File: config.mk
export PLATFORM = sky130hd
export DESIGN_NAME = ddr_burst_arbiter
export DESIGN_NICKNAME = d
export VERILOG_FILES = /design/src/rtl/ddr_arb_pkg.sv /design/src/rtl/evt_counter.sv /design/src/rtl/ddr_burst_arbiter.sv
export SDC_FILE = /design/constraint.sdc
export NUM_CORES = 1
export LEC_CHECK = 0
export ABC_AREA = 1
export BUFFER_PORTS_ARGS = -buffer_cell sky130_fd_sc_hd__buf_2
export CAP_MARGIN = 20
export CORE_MARGIN = 10
export CORE_UTILIZATION = 30
export DETAILED_ROUTE_END_ITERATION = 6
export GPL_TIMING_DRIVEN = 0
export PLACE_DENSITY = 0.54
export SLEW_MARGIN = 20
export SYNTH_ARGS = -nofsm -noshare
export SYNTH_HDL_FRONTEND = slang
export SYNTH_SLANG_ARGS = --single-unit
File: constraint.sdc
create_clock -name clk -period 2.9 [get_ports clk]
set_input_delay 0.87 -clock clk [delete_from_list [all_inputs] [get_ports clk]]
set_output_delay 0.87 -clock clk [all_outputs]
set_load 0.1 [all_outputs]
File: src/rtl/ddr_arb_pkg.sv
// Shared types and default sizing for the DDR3 request-port arbiter.
package ddr_arb_pkg;

    typedef enum logic [1:0] {
        ARB_IDLE = 2'd0,
        ARB_RD   = 2'd1,
        ARB_WR   = 2'd2
    } arb_state_t;

    localparam int unsigned RD_BURST_DEF        = 8;
    localparam int unsigned WR_BURST_DEF        = 8;
    localparam int unsigned MAX_RD_OUTSTANDING_DEF = 16;

    function automatic int unsigned max_u(input int unsigned a, input int unsigned b);
        return (a > b) ? a : b;
    endfunction

endpackage

File: src/rtl/evt_counter.sv
// Saturating event counter with synchronous clear; clear has priority over counting.
module evt_counter #(
    parameter int unsigned MAX_COUNT = 8,
    parameter int unsigned CNT_W     = $clog2(MAX_COUNT + 1)
) (
    input  logic             clk,
    input  logic             clr,
    input  logic             evt,
    output logic [CNT_W-1:0] count
);

    logic [CNT_W-1:0] count_q;
    logic [CNT_W-1:0] count_d;

    always_comb begin
        count_d = count_q;
        if (clr) begin
            count_d = '0;
        end else if (evt && (count_q < CNT_W'(MAX_COUNT))) begin
            count_d = count_q + CNT_W'(1);
        end
    end

    always_ff @(posedge clk) begin
        count_q <= count_d;
    end

    assign count = count_q;

endmodule

File: src/rtl/ddr_burst_arbiter.sv
// Burst-based arbiter for the shared DDR3 request port: HDMI reads vs camera writes,
// with a credit limit on in-flight reads so the read-response FIFO cannot overflow.
module ddr_burst_arbiter
    import ddr_arb_pkg::*;
#(
    parameter int unsigned RD_BURST           = RD_BURST_DEF,
    parameter int unsigned WR_BURST           = WR_BURST_DEF,
    parameter int unsigned MAX_RD_OUTSTANDING = MAX_RD_OUTSTANDING_DEF,
    parameter int unsigned OUT_W              = $clog2(MAX_RD_OUTSTANDING + 1)
) (
    input  logic             clk,
    input  logic             rst,
    input  logic             rd_req_valid,
    input  logic             wr_req_valid,
    input  logic             mem_busy,
    input  logic             mem_complete,
    input  logic             complete_is_write,
    output logic             rd_grant,
    output logic             wr_grant,
    output logic             rd_issue,
    output logic             wr_issue,
    output logic [OUT_W-1:0] rd_outstanding,
    output logic [1:0]       arb_state
);

    localparam int unsigned BURST_MAX = max_u(RD_BURST, WR_BURST);
    localparam int unsigned CNT_W     = $clog2(BURST_MAX + 1);

    arb_state_t       state_q;
    arb_state_t       state_d;
    logic             burst_clr;
    logic [CNT_W-1:0] burst_cnt;
    logic [OUT_W-1:0] rd_out_q;
    logic [OUT_W-1:0] rd_out_d;
    logic             credit_ok;
    logic             rd_can;
    logic             rd_cpl;
    logic             rd_burst_end;
    logic             wr_burst_end;

    assign credit_ok    = rd_out_q < OUT_W'(MAX_RD_OUTSTANDING);
    assign rd_can       = rd_req_valid & credit_ok;
    assign rd_grant     = (state_q == ARB_RD);
    assign wr_grant     = (state_q == ARB_WR);
    assign rd_issue     = rd_grant & rd_can & ~mem_busy;
    assign wr_issue     = wr_grant & wr_req_valid & ~mem_busy;
    assign rd_burst_end = rd_issue & (burst_cnt == CNT_W'(RD_BURST - 1));
    assign wr_burst_end = wr_issue & (burst_cnt == CNT_W'(WR_BURST - 1));
    assign rd_cpl       = mem_complete & ~complete_is_write;

    // Next state; any exit from a grant (including re-entry into the same grant) restarts the burst count.
    always_comb begin
        state_d   = state_q;
        burst_clr = 1'b0;
        case (state_q)
            ARB_IDLE: begin
                if (rd_can) begin
                    state_d   = ARB_RD;
                    burst_clr = 1'b1;
                end else if (wr_req_valid) begin
                    state_d   = ARB_WR;
                    burst_clr = 1'b1;
                end
            end
            ARB_RD: begin
                if (rd_burst_end || !rd_can) begin
                    burst_clr = 1'b1;
                    if (wr_req_valid)      state_d = ARB_WR;
                    else if (rd_req_valid) state_d = ARB_RD;
                    else                   state_d = ARB_IDLE;
                end
            end
            ARB_WR: begin
                if (wr_burst_end || !wr_req_valid) begin
                    burst_clr = 1'b1;
                    if (rd_can)            state_d = ARB_RD;
                    else if (wr_req_valid) state_d = ARB_WR;
                    else                   state_d = ARB_IDLE;
                end
            end
            default: begin
                state_d   = ARB_IDLE;
                burst_clr = 1'b1;
            end
        endcase
    end

    // In-flight reads; a stale completion after reset saturates at zero.
    always_comb begin
        rd_out_d = rd_out_q;
        if (rd_issue && !rd_cpl) begin
            rd_out_d = rd_out_q + OUT_W'(1);
        end else if (rd_cpl && !rd_issue && (rd_out_q != '0)) begin
            rd_out_d = rd_out_q - OUT_W'(1);
        end
    end

    always_ff @(posedge clk) begin
        if (rst) begin
            state_q  <= ARB_IDLE;
            rd_out_q <= '0;
        end else begin
            state_q  <= state_d;
            rd_out_q <= rd_out_d;
        end
    end

    evt_counter #(
        .MAX_COUNT (BURST_MAX),
        .CNT_W     (CNT_W)
    ) u_burst_cnt (
        .clk   (clk),
        .clr   (rst | burst_clr),
        .evt   (rd_issue | wr_issue),
        .count (burst_cnt)
    );

    assign rd_outstanding = rd_out_q;
    assign arb_state      = state_q;

endmodule
* Yosys cells after proc, flatten, opt, wreduce, memory -nomap -nowiden *
Cells that the tools add are included.

cells by class
  $add $sub $neg = 3
  multipliers = 0
  div/mod/pow operators = 0
  $lt $le $gt $ge = 2
  equality and inequality tests = 6
  shift operators = 0
  multiplexer cells = 16
  bitwise logic cells = 12
  reduce and logical (&&, ||, !) cells = 14

operator list
  kind                                                                number
  2-bit 2-to-1 mux                                                    7
  5-bit 2-to-1 mux                                                    2
  1-bit bitwise AND                                                   8
  2-bit case mux with 3 select lines                                  1
  5-bit by 1-bit adder with 5-bit output, second input constant       1
  5-bit less-than comparator, second input constant                   1
  1-bit 2-to-1 mux                                                    5
  5-bit nonzero test                                                  1
  5-bit by 1-bit subtractor with 5-bit output, second input constant  1
  4-bit by 1-bit adder with 4-bit output, second input constant       1
  4-bit by 3-bit == test with 1-bit output, second input constant     1
  1-bit logical AND                                                   4
  1-bit logical NOT                                                   4
  4-bit less-than comparator, second input constant                   1
  2-bit by 1-bit != test with 1-bit output, second input constant     2
  3-bit != test, second input constant                                1
  1-bit case mux with 3 select lines                                  1
  3-bit AND reduction                                                 1
  2-bit by 1-bit == test with 1-bit output, second input constant     1
  2-bit == test, second input constant                                1
  2-bit logical NOT                                                   1
  1-bit logical OR                                                    2
  1-bit inverter                                                      2
  1-bit OR                                                            2
  2-bit nonzero test                                                  1

word-level totals
  register bits = 11
  latch bits = 0
  bits in writable memories = 0
  ROM bits = 0
  bits of input ports = 7
  output and inout port bits = 11
  logic and storage cells = 56
  memories = 0

* Longest topological paths before layout *
  depth after elaboration = 9
  gate-level depth with buffers = 13
  depth with buffers taken out = 13

* Cells and area by module *
Synthesis repeated with hierarchy kept, for this count alone.

second synthesis, totals
  cell total of the unflattened synthesis = 121
  area total of the unflattened synthesis = 818.3 um^2

modules (own cells, without submodules)
  module             instances  cells an instance  area each (um^2)  sequential area each (um^2)
  ddr_burst_arbiter  1          96                 636.9             140.1
  evt_counter        1          25                 181.4             80.1

* Worst setup path after synthesis *
OpenSTA, ideal clock, no wires.

  path kind = register to output
  start = reg state_q[1] (netlist: arb_state[1])
  end = out wr_issue
  arrival time = 2825 ps
  required time = 2030 ps
  slack = -795 ps
  cell stages (with the launch flop) = 5
  path buffers = 0
  cells stage by stage = dfxtp_1 -> inv_2 -> nor2_2 -> nand3_2 -> inv_1

on the way
  word-level cells in the longest chain between the ends = 3

ends and longest elaborated chain
  item                             line                      text
  start: declaration               ddr_burst_arbiter.sv:29   arb_state_t state_q;
  start signal: assignment         ddr_burst_arbiter.sv:103  state_q <= state_d;
  2-bit == test                    ddr_burst_arbiter.sv:44   assign wr_grant = (state_q == ARB_WR);
  via wr_grant                     ddr_burst_arbiter.sv:19   output logic wr_grant,
  1-bit bitwise AND (2 in series)  ddr_burst_arbiter.sv:46   assign wr_issue = wr_grant & wr_req_valid & ~mem_busy;
  end: declaration                 ddr_burst_arbiter.sv:21   output logic wr_issue,

The timed path passes the listed nets, and every way through them passes these cells.

* Worst setup path after layout *
  start = in mem_busy
  end = out wr_issue

on the way
  word-level cells in the longest chain between the ends = 2

ends and longest elaborated chain
  item                line                     text
  start: declaration  ddr_burst_arbiter.sv:15  input logic mem_busy,
  1-bit inverter      ddr_burst_arbiter.sv:46
  1-bit bitwise AND   ddr_burst_arbiter.sv:46

Every way passes these cells.

==> summary.md <==
| Metric | Value |
|---|---|
| Core area | `2500 um^2` |
| Routability Congestion | `approximately 0.85` |
| Die H | `71.2 um` |
| 1st-pass router iterations | `4` |
| Area Growth Syn to Fin | `19.9%` |
| Critical Path RT | `2.03 ns` |
| Routed len/inst | `11.2 um` |
| PortBufs | `17` |
| Sequential-to-total area share from yosys stat | `0.280` |
| Number of buffers and inverters on the critical path | `4` |
| Final Max Tran Viols | `0` |
| First-pass GRT wire length | `~3000 um` |
| Final nets | `around 150` |
| Worst Path Arrival | `1.81 ns` |
| Fmax | `~370 MHz` |
| Startpoint class of the critical path | `input pin` |
| First-iteration detailed-routing DRC count | `27` |
| Final setup fails | `0` |
| CP delay by family, top | `buffers and inverters` |
| Max incr delay on CP | `0.42 ns` |
| Leakage Power | `approximately 0.48 nW` |
| Hold-fix buffers, CTS | `0` |
| Mux cell area share after synthesis | `0` |
| Compound-gate portion of the synthesized area | `0.103` |
| EDFF count, synth | `0` |
| Final worst-path cycle share | `0.925` |
| Num rows | `18` |
| TritonCTS clock tree | `built` |
| RSZ-0062 raised after global routing | `false` |
| Vias per inst | `roughly 4.5` |
| Die area | `approximately 5100 um^2` |
| Synth Area in Adders | `0.105` |
| Root Buffer | `clkbuf_4` |
| Status | `finished clean` |
| CTS sink cnt | `11` |
| Synth warnings | `0` |
| Setup Skew | `around 0.0017 ns` |
| Top cells by area, synth | `dfxtp_1 (28%), nand2_1 (11%), inv_1 (8.1%), ha_1 (7.9%), a21oi_1 (5.7%)` |
| Leading area contributor after synthesis | `dfxtp_1` |
| Top post-synthesis cells by count | `nand2_1 (23), inv_1 (17), dfxtp_1 (11), nor2_1 (11), a21oi_1 (9)` |
| #FFs+latches synth | `11` |
| Worst-path maximum fanout | `3` |
| Vias post-DR | `around 730` |
| DRC Markers | `0` |
| Most common cell in the netlist | `nand2_1` |
| Fin. Hold Viols | `0` |
| I/O pin count | `18` |
| Gr usage total | `0.0696` |
| CTS buffer count | `3` |
| Post-route ant nets | `0` |
| Most used DFF post-synth | `dfxtp_1` |
| Crit path max-delay cell type | `buf_2` |
| Synth top area share | `0.280` |
| DP HPWL | `roughly 1500 um` |
| Max-Cap Viols | `0` |
| Slew HR | `0.676` |
| Initial antenna violation count | `0` |
| Fin crit period | `around 2.7 ns` |
| Setup TNS Final | `0 ns` |
| N_diodes | `0` |
| FFs w/ async S/R, synth | `0` |
| Starting density of the core | `0.315` |
| Die X | `approximately 70 um` |
| Total Wirelength | `roughly 1800 um` |
| Clk Latency, worst-skew pair | `~0.26 ns` |
| Worst-path clk slew | `around 0.08 ns` |
| Number of fill cells | `284` |
| Clock buffer depth | `2` |
| Share of layout cells above drive strength 1 | `0.290` |
| Mapped Cells | `110` |
| Gr ovfl total | `0` |
| Syn_area_per_cell | `~7 um^2` |
| Largest family of logic cells by synthesized area | `simple AND/OR/NAND/NOR gates` |
| Post-cts repair resize count | `0` |
| H-tree depth | `1` |
| Post-Synth XOR/XNOR Area | `0.0223` |
| Largest net degree at the start of global routing | `9` |
| Least-Margin Pin Slew | `between 0.4 and 0.5 ns` |
| Post-Syn Nets | `between 100 and 150` |
| Final core utilization | `0.377` |
| Vias in the first global route | `669` |
| Cell area after synthesis | `roughly 790 um^2` |
| Hold Crit Class | `reg -> reg` |
| Yosys cell types | `25` |
| Post-Synth Simple-Gate Area | `0.385` |
| Setup CP Type | `in -> out` |
| Setup bufs post-CTS | `0` |
| CP Cell Sequence | `buf_2 > inv_1 > nand3_2 > inv_1 > buf_2` |
| Critical Path End Type | `output pin` |
| Power Dens Cells | `about 980 nW/um^2` |
| Peak supply drop | `between 0.5 and 0.6 mV` |
## where the power goes
part / internal, mW / switching [mW] / total [mW]
logic: 0.141 / 0.457 / 0.598
clock network: 0.0531 / 0.0533 / 0.106
registers: 0.181 / 0.0346 / 0.216
## state kept, by name, indices dropped and copies added (netlist names)
name,count
rd_outstanding,5
u_burst_cnt.count,4
arb_state,2
## kinds of logic (layout without fill, tap and decap cells)
kind of cell             after synthesis  after routing
AND/OR/NAND/NOR                       55             55
adder cells (fa/ha/maj)                6              6
XOR/XNOR                               2              2
buffers and inverters                 21             42
AO/OA/AOI/OAI                         15             15
flip-flops                            11             11
## stage by stage
| step | setup slack [ns] | cell area (um^2) | power, mW | hold slack (ns) | cells |
|---|---|---|---|---|---|
| floorplan | -0.110 | 795 | 0.728 | 0.440 | 110 |
| CTS | 0.200 | 943 | 0.930 | 0.478 | 161 |
| global route | 0.146 | 943 | 0.983 | 0.499 | 161 |
| global placement | 0.218 | 917 | 0.814 | 0.459 | 157 |
| finish | 0.216 | 943 | 0.921 | 0.473 | 161 |
| detailed placement | 0.201 | 917 | 0.819 | 0.466 | 157 |
## tightest hold or removal path: stages (launching register included)
cell,delay (ns)
dfxtp_1,0.33
inv_1,0.05
a21oi_1,0.05
## routing by layer
layer  up-vias  routed length, um  GRT usage  part of all wire
li1        396                  -          -                 -
met1       315                878     0.0820              0.49
met2        13                752      0.106              0.42
met3         2                152     0.0303             0.084
met4         0                 20     0.0323             0.011
met5         -                  0          0                 0
## cells in the final DEF, fill, tap and decap left out
cell type,Yosys,routed
a21oi_1,9,9
buf_2,0,17
inv_1,17,17
clkinv_2,1,1
nor2_1,11,11
nand2_4,3,3
nand3_2,2,2
dfxtp_1,11,9
nand2_2,1,1
o211ai_1,1,1
clkbuf_4,0,3
inv_2,2,2
nor2_2,2,1
nand3_1,5,5
or2_0,1,1
nand4_1,4,4
nor2_4,1,2
a21oi_2,1,1
nand3_4,2,2
ha_1,5,5
inv_4,1,1
o21ai_0,1,1
clkbuf_1,0,1
xor2_1,1,1
nand2_1,23,23
xnor2_1,1,1
fa_1,1,1
dfxtp_2,0,2
o21ai_1,3,3
## path summary, 6_finish.rpt
path,slack (ns),startpoint,depth (start not counted),to
hold / removal,0.47,u_burst_cnt.count[2]$_SDFFE_PP0P_,2,u_burst_cnt.count[2]$_SDFFE_PP0P_
setup reg to reg,1.08,rd_outstanding[4]$_SDFFE_PP0P_,12,rd_outstanding[4]$_SDFFE_PP0P_
setup / recovery,0.22,mem_busy,5,wr_issue
hold reg to reg,0.47,u_burst_cnt.count[2]$_SDFFE_PP0P_,2,u_burst_cnt.count[2]$_SDFFE_PP0P_
## area by class of cell
type	instances	area, um^2	area share
repair buffers	17	85.1	0.0902
well taps	30	37.5	0.0398
multi-input cells	78	489	0.519
flip-flops and latches	11	223	0.236
clock buffers	4	26.3	0.0279
inverters	21	82.6	0.0875
(Power assumes the default switching activity.)
